[src/rtl/vga_fb_arbiter.sv]
// Frame-buffer arbiter: display scan-out reads win, host uses the leftover cycles.
// Optional page flipping is enabled by defining FBA_PAGE_FLIP_EN.
module vga_fb_arbiter #(
  parameter int H_ACTIVE       = 640,
  parameter int V_ACTIVE       = 480,
  parameter int WORDS_PER_LINE = 80,
  parameter int ADDR_W         = 17
) (
  input  logic              clk,
  input  logic              rst_n,
  input  logic [9:0]        h_count,
  input  logic [9:0]        v_count,
  input  logic              host_req,
  input  logic              host_we,
  input  logic [ADDR_W-1:0] host_addr,
  input  logic [7:0]        host_wdata,
  output logic              host_ack,
  output logic [7:0]        host_rdata,
  output logic [ADDR_W-1:0] mem_addr,
  output logic              mem_we,
  output logic [7:0]        mem_wdata,
  input  logic [7:0]        mem_rdata,
  output logic              pix_on,
  output logic              pix_de,
  input  logic              flip_req,
  output logic              flip_done
);

  localparam int OW = ADDR_W - 1;

  typedef enum logic {
    IDLE,
    ACK
  } state_t;

  state_t state_q;
  state_t state_d;

  logic          h_act;
  logic          v_act;
  logic          disp_slot;
  logic          grant;
  logic          page;
  logic [OW-1:0] line_base;
  logic [OW-1:0] disp_off;
  logic [ADDR_W-1:0] addr_q;
  logic [7:0]    wdata_q;
  logic [7:0]    rdata_q;
  logic          rd_q;
  logic          slot_q;
  logic          de_q;
  logic [7:0]    shreg;

  assign h_act = h_count < 10'(H_ACTIVE);
  assign v_act = v_count < 10'(V_ACTIVE);
  assign disp_slot = h_act && v_act &&
                     (h_count[2:0] == 3'd0);
  assign grant = (state_q == IDLE) &&
                 host_req && !disp_slot;

  generate
    if (WORDS_PER_LINE == 80) begin : g_shift
      assign line_base = (OW'(v_count) << 6) +
                         (OW'(v_count) << 4);
    end else begin : g_mul
      assign line_base = OW'(v_count) *
                         OW'(WORDS_PER_LINE);
    end
  endgenerate

  assign disp_off = line_base + OW'(h_count[9:3]);

`ifdef FBA_PAGE_FLIP_EN
  logic pending;
  logic flip_evt;

  assign flip_evt = (h_count == 10'd0) &&
                    (v_count == 10'(V_ACTIVE));
  assign flip_done = flip_evt && pending;

  // A request seen in the flip cycle itself carries over to the next frame.
  always_ff @(posedge clk or negedge rst_n) begin
    if (!rst_n) begin
      page    <= 1'b0;
      pending <= 1'b0;
    end else if (flip_evt) begin
      pending <= flip_req;
      if (pending) begin
        page <= ~page;
      end
    end else if (flip_req) begin
      pending <= 1'b1;
    end
  end
`else
  logic unused_flip;

  assign page        = 1'b0;
  assign flip_done   = 1'b0;
  assign unused_flip = flip_req;
`endif

  always_ff @(posedge clk or negedge rst_n) begin
    if (!rst_n) begin
      state_q <= IDLE;
    end else begin
      state_q <= state_d;
    end
  end

  always_comb begin
    state_d = state_q;
    unique case (state_q)
      IDLE: if (grant) state_d = ACK;
      ACK:  state_d = IDLE;
      default: state_d = IDLE;
    endcase
  end

  // Bus is combinational so a grant costs no extra cycle; idle cycles hold.
  always_comb begin
    mem_addr  = addr_q;
    mem_we    = 1'b0;
    mem_wdata = wdata_q;
    if (!rst_n) begin
      mem_addr  = '0;
      mem_wdata = '0;
    end else if (disp_slot) begin
      mem_addr = {page, disp_off};
    end else if (grant) begin
      mem_addr  = host_addr;
      mem_we    = host_we;
      mem_wdata = host_wdata;
    end
  end

  assign host_ack   = (state_q == ACK);
  assign host_rdata = (host_ack && rd_q) ?
                      mem_rdata : rdata_q;
  assign pix_on     = pix_de && shreg[7];

  always_ff @(posedge clk or negedge rst_n) begin
    if (!rst_n) begin
      addr_q  <= '0;
      wdata_q <= '0;
      rdata_q <= '0;
      rd_q    <= 1'b0;
    end else begin
      addr_q  <= mem_addr;
      wdata_q <= mem_wdata;
      rdata_q <= host_rdata;
      if (grant) begin
        rd_q <= !host_we;
      end
    end
  end

  always_ff @(posedge clk or negedge rst_n) begin
    if (!rst_n) begin
      slot_q <= 1'b0;
      de_q   <= 1'b0;
      pix_de <= 1'b0;
      shreg  <= '0;
    end else begin
      slot_q <= disp_slot;
      de_q   <= h_act && v_act;
      pix_de <= de_q;
      if (slot_q) begin
        shreg <= mem_rdata;
      end else begin
        shreg <= {shreg[6:0], 1'b0};
      end
    end
  end

endmodule

[config.mk]
export PLATFORM = sky130hd
export DESIGN_NAME = vga_fb_arbiter
export DESIGN_NICKNAME = d
export VERILOG_FILES = /design/src/rtl/vga_fb_arbiter.sv
export SDC_FILE = /design/constraint.sdc
export NUM_CORES = 1
export LEC_CHECK = 0
export CORE_UTILIZATION = 48
export CTS_CLUSTER_SIZE = 40
export DETAILED_ROUTE_END_ITERATION = 8
export HOLD_SLACK_MARGIN = 0.15
export PLACE_DENSITY = 0.85
export SYNTH_ARGS = -nofsm -noshare
export SYNTH_HDL_FRONTEND = slang
export SYNTH_SLANG_ARGS = --single-unit
export TNS_END_PERCENT = 100
[constraint.sdc]
create_clock -name clk -period 6.2 [get_ports clk]
set_input_delay 0.62 -clock clk [delete_from_list [all_inputs] [get_ports clk]]
set_output_delay 0.62 -clock clk [all_outputs]
set_load 0.005 [all_outputs]
==> summary.md, run 1 <==
| Metric | Value |
|---|---|
| Arrival time worst endpoint | 3.60 ns |
| Post-cts resize count | 0 |
| Critical path class | input port to output port |
| Outcome | complete, no violations |
| Stages on the worst setup path | 10 |
| Total Wirelength | 5.56 mm |
| Most common cell after layout, fill and taps aside | clkdlybuf4s50_1 |
| Period minus WS final | 4.22 ns |
| CP delay by family, top | buffers and inverters |
| Worst-path fanout max | 3 |
| Seq/Total Area, Yosys | 44.9% |
| Top-level port count | 96 |
| Hold buffers post-CTS | 0 |
| Post-CTS Repair Setup Buffers | 0 |
| Worst-Skew Late Latency | 0.30 ns |
| Crit start category | input port |
| GR Overflow Total | 0 |
| Synth Warn # | 0 |
| Vias per inst | 5.22 |
| Drt pass-1 iters | 4 |
| Async SR Flop Fraction | 100% |
| Unrepaired setup endpoints after global routing | false |
| Crit-path cells | clkdlybuf4s50_1, inv_1, fa_1, fa_1, nor2b_1, o211ai_2, a21boi_1, or4_1, and4_1, clkdlybuf4s50_1 |
| Mean Syn Cell Area | 10.9 um^2 |
| Root buffer cell | clkbuf_8 |
| Final Cell Area | 3660 um^2 |
| Fin worst setup slack | 1.98 ns |
| Worst path bufs/invs | 3 |
| Row count | 26 |
| Post-synth top flop | dfrtp_1 |
| PD cells | 218 nW/um^2 |
| DRT iter0 DRCs | 57 |
| Number of global-route vias before repair | 2039 |
| Setup TNS | 0 ns |
| Clk sinks | 46 |
| Commonest non-fill, non-tap cells in the layout | clkdlybuf4s50_1, dfrtp_1, nand2_1 |
| Placeable Area | 5140 um^2 |
| Largest net degree at the start of global routing | 39 |
| TritonCTS clock tree | built |
| Num CTS Buffers | 5 |
| Worst relative slew slack | 55.3% |
| Final nets | 407 |
| F_max | 237 MHz |
| CP Capture Type | output port |
| Antenna cell count | 0 |
| LEAKAGE | 1.73 nW |
| Total GRT Usage | 20.7% |
| Starting Density | 49.9% |
| Area contributors post-synth | dfrtp_1, ha_1, mux2_2 |
| EDFF count, synth | 0 |
| Maximum VDD drop | 224 uV |
| Pre-CTS WS | 1.97 ns |
| # DRC | 0 |
| Initial antenna violation count | 0 |
| Finish-stage setup viols | 0 |
| Clock slew at reported path FFs | 0.08 ns |
| Die boundary height | 75.1 um |
| Share of cells above drive strength 1 | 10.0% |
| Avg WL per Cell | 13.9 um |
| R2R depth | 6 |
| Final Skew | 0.00466 ns |
| Post-DP HPWL | 4.31 mm |
| Routability cong. | 0.792 |
| WP data required | 5.58 ns |
| Antenna Nets Post-Route | 0 |
| Clock Tree Buf Depth | 2 |
| Layout area overhead | 42.8% |
| Via count | 2084 |
| Placed cell area | 3550 um^2 |
| Endpoints failing hold | 0 |
| Full die area | 5640 um^2 |
| Min-Delay Path Class | input port to asynchronous set/reset pin |
| Synth Instances | 235 |
| Flops & latches, synth | 46 |
| Fin crit share | 68.1% |
| PortBufs | 93 |
| CP peak stage delay | 0.52 ns |
| Final Max Tran Viols | 0 |
| DIE WIDTH | 75.1 um |
| Slew of the pin with the lowest slew margin | 0.671 ns |
| Synthesized cell area | 2570 um^2 |
| H-Tree Depth | 2 |
| Top cell type by total area after synthesis | dfrtp_1 |
| First-pass GRT wire length | 8.76 mm |
| Yosys cell types | 42 |
| Mapped Nets | 314 |
| Max-cap violations | 0 |
| Area share of the largest cell type after synthesis | 44.9% |
| CP max-delay cell | fa_1 |
-- cell usage after synthesis (all sizes together) (2+ instances only) --
cell type,count
dfrtp,46
nand2,41
inv,8
a21boi,9
nor3,2
buf,7
mux2,17
xnor2,3
and3,2
mux2i,15
o21ai,4
a31oi,2
nor2b,4
nor2,9
fa,2
o211ai,5
ha,19
o2111a,2
o21a,5
a21o,2
clkbuf,3
o211a,9
clkinv,2
a21oi,5
and2,2
-- through the flow --
stage | util [%] | std cells | power, mW | hold WS (ns)
2_1_floorplan | - | 235 | 0.462 | 0.324
3_3_place_gp | 69.1 | 391 | 0.581 | 0.334
3_5_place_dp | 69.1 | 391 | 0.589 | 0.347
4_1_cts | 71.3 | 399 | 0.809 | 0.362
5_1_grt | 71.3 | 399 | 0.846 | 0.369
6_report | 71.3 | 399 | 0.799 | 0.352
-- state kept, by name (all words and copies together), names as in the netlist --
| signal | count |
|---|---|
| addr_q | 17 |
| de_q | 1 |
| host_ack | 1 |
| pix_de | 1 |
| rd_q | 1 |
| rdata_q | 8 |
| shreg | 8 |
| slot_q | 1 |
| wdata_q | 8 |
-- final cells by class --
cell class / count / area [um^2]
Tap cell: 70 / 87.6
Timing Repair Buffer: 96 / 948
Sequential cell: 46 / 1150
Clock buffer: 6 / 72.6
Fill cell: 417 / 1480
Inverter: 10 / 37.5
Clock inverter: 2 / 37.5
Multi-Input combinational cell: 169 / 1330
-- metal layers --
metal / part of all wire [%] / GRT usage (%) / up-vias
met5: 0 / 0 / -
met4: 0.90 / 5.66 / 0
met3: 7.9 / 7.23 / 6
met2: 48 / 36.4 / 71
met1: 43 / 23.9 / 987
li1: - / - / 1020
-- report_power, final --
| group | leakage, nW | internal, mW | switching (mW) |
|---|---|---|---|
| combinational | 1.07 | 0.142 | 0.0980 |
| sequential | 0.602 | 0.332 | 0.00838 |
| clock | 0.0514 | 0.120 | 0.0985 |
| total | 1.73 | 0.594 | 0.205 |
-- final timing paths --
path,start,slack [ns],end
setup / recovery,h_count[9],1.98,mem_addr[11]
hold / removal,rst_n,0.35,rdata_q[0]
setup reg to reg,host_ack,4.34,wdata_q[2]
hold reg to reg,de_q,0.36,pix_de
max in group asynchronous,rst_n,5.00,wdata_q[6]
min in group clk,de_q,0.36,pix_de
-- kinds of logic (layout without fill, tap and decap cells) --
logic type,after synthesis,in the layout,synth area share (%)
mux,32,32,13.3
simple gates,65,65,11.3
xor+xnor,3,3,1.02
other cells,1,1,0.146
fa+ha+maj,21,21,10.8
compound gates,47,47,15.1
buf+inv,20,114,3.46
flops,46,46,44.9
(Power assumes the default switching activity.)
==> run 2: changes to the inputs <==
Settings changed: CORE_UTILIZATION 48 to 44, PLACE_DENSITY 0.85 to 0.79.
Clock period 6.2 ns to 4.4 ns, I/O delays scaled along.
==> summary.md, run 2 (same netlist as run 1, synthesis figures left out) <==
| Metric | Value |
|---|---|
| Total GRT Usage | 18.5% (-2.2 points) |
| Layout area overhead | 42.2% |
| Outcome | complete, no violations |
| Worst-Skew Late Latency | 0.30 ns (about the same) |
| Max Used Layer | met4 |
| Pre-CTS WS | 0.547 ns (-1.43 ns) |
| Starting Density | 46.0% (-3.9 points) |
| Hold buffers post-CTS | 0 (unchanged) |
| Post-CTS Repair Setup Buffers | 0 (unchanged) |
| Root buffer cell | clkbuf_8 |
| Power share of the clock group | 23.4% (-4.0 points) |
| PD cells | 292 nW/um^2 (+34%) |
| Sw Ratio | 26.8% (+1.2 points) |
| Post-cts resize count | 0 (unchanged) |
| Finish-stage setup viols | 0 (unchanged) |
| Largest net degree at the start of global routing | 57 (+46%) |
| Antenna cell count | 0 (unchanged) |
| Most common cell after layout, fill and taps aside | clkdlybuf4s50_1 |
| Worst-path fanout max | 3 (unchanged) |
| First-pass GRT wire length | 8.93 mm (+2.0%) |
| Drt pass-1 iters | 4 (unchanged) |
| Final Max Tran Viols | 0 (unchanged) |
| Setup TNS | 0 ns (unchanged) |
| Largest register FFs | 17 (unchanged) |
| Num CTS Buffers | 5 (unchanged) |
| Top-level port count | 96 (unchanged) |
| TritonCTS clock tree | built |
| Final Skew | 0.00622 ns (+0.00156 ns) |
| Row count | 27 (+3.8%) |
| Sequential share of power | 45.1% (+2.5 points) |
| Full die area | 6140 um^2 (+8.8%) |
| WP data required | 3.96 ns (-1.62 ns) |
| M1 WL | 2.47 mm (+2.6%) |
| DRT iter0 DRCs | 121 (+110%) |
| R2R depth | 5 (-1) |
| Via count | 2059 (-1.2%) |
| Crit start category | input port |
| Share of cells above drive strength 1 | 10.3% (+0.27 points) |
| Slew of the pin with the lowest slew margin | 1.03 ns (+0.355 ns) |
| Placeable Area | 5570 um^2 (+8.4%) |
| Post-DP HPWL | 4.25 mm (-1.4%) |
| Total Wirelength | 5.44 mm (-2.0%) |
| # DRC | 0 (unchanged) |
| DIE WIDTH | 78.4 um (+4.3%) |
| Top reg by flops | addr_q |
| Die boundary height | 78.4 um (+4.3%) |
| H-Tree Depth | 2 (unchanged) |
| GR Overflow Total | 0 (unchanged) |
| Min-Delay Path Class | input port to asynchronous set/reset pin |
| Max-cap violations | 0 (unchanged) |
| Critical path class | input port to output port |
| Vias per inst | 5.12 (-1.9%) |
| Fin worst setup slack | 0.538 ns (-1.44 ns) |
| CP Capture Type | output port |
| Worst relative slew slack | 31.6% (-24 points) |
| Psw | 0.286 mW (+39%) |
| Clk sinks | 46 (unchanged) |
| Commonest non-fill, non-tap cells in the layout | clkdlybuf4s50_1, dfrtp_1, nand2_1 |
| WL met2 | 2.53 mm (-4.9%) |
| Number of global-route vias before repair | 1989 (-2.5%) |
| Clock slew at reported path FFs | 0.08 ns (about the same) |
| LEAKAGE | 1.73 nW (about the same) |
| Initial antenna violation count | 0 (unchanged) |
| Avg WL per Cell | 13.5 um (-2.7%) |
| Maximum VDD drop | 218 uV (-2.9%) |
| Fin crit share | 87.8% |
| Period minus WS final | 3.86 ns |
| Unrepaired setup endpoints after global routing | false |
| Antenna Nets Post-Route | 0 (unchanged) |
| Endpoints failing hold | 0 (unchanged) |
| Routability cong. | 0.796 (+0.56%) |
| Pint | 0.780 mW (+31%) |
| PortBufs | 93 (unchanged) |
| Logic pwr share | 31.5% (+1.5 points) |
| Final nets | 408 (+0.25%) |
| Arrival time worst endpoint | 3.42 ns (-0.18 ns) |
| Clock Tree Buf Depth | 2 (unchanged) |
| Detail Route met3 WL | 389 um (-11%) |
| F_max | 259 MHz |
## run 2: changes by cell type in the layout (fill, tap and decap cells not counted), sizes merged
cell / previous run / this run
buf: 4 / 5
bufinv: 1 / 0
clkinv: 2 / 4
clkinvlp: 1 / 0
## run 2: final timing paths
path                       startpoint      endpoint  slack (ns)
min in group clk                 de_q        pix_de        0.36
max in group asynchronous       rst_n    addr_q[11]        3.35
max reg2reg                  host_ack    wdata_q[5]        2.70
max                        h_count[9]  mem_addr[11]        0.54
min reg2reg                      de_q        pix_de        0.36
min                             rst_n      shreg[2]        0.31
## run 2: metal layers
metal  vias to the layer above  GRT usage, %
met5                         -             0
met4                         0          5.93
met3                         5          5.70
met2                        65          29.2
met1                       972          24.3
li1                       1017             -
## run 2: critical path: stages
cell,delay [ns]
clkdlybuf4s50_1,0.47
inv_1,0.06
fa_1,0.52
fa_1,0.45
nor2b_1,0.24
o211ai_2,0.12
a21boi_1,0.24
or4_1,0.14
and4_1,0.22
clkdlybuf4s50_1,0.51
## run 2: area by class of cell
cell class / count / area (um^2)
Clock buffer: 6 / 72.6
Clock inverter: 2 / 13.8
Fill cell: 459 / 1920
Inverter: 10 / 37.5
Multi-Input combinational cell: 169 / 1330
Sequential cell: 46 / 1150
Tap cell: 72 / 90.1
Timing Repair Buffer: 97 / 956
## run 2: per-stage QoR
stage	cells	util, %	area, um^2	power, mW	hold slack (ns)
after global routing	402	65.5	3650	1.13	0.376
final	402	65.5	3650	1.07	0.313
after floorplan	235	-	2570	0.652	0.144
after CTS	402	65.5	3650	1.08	0.340
after global placement	394	63.9	3560	0.822	0.334
after detailed placement	394	63.9	3560	0.829	0.346
## run 2: power groups by stage
| stage | Combinational, mW | Sequential, mW | Clock (mW) |
|---|---|---|---|
| CTS | 0.341 | 0.481 | 0.262 |
| global route | 0.369 | 0.485 | 0.280 |
| detailed placement | 0.339 | 0.490 | 0 |
| global placement | 0.335 | 0.487 | 0 |
| floorplan | 0.167 | 0.485 | 0 |
| finish | 0.336 | 0.481 | 0.249 |
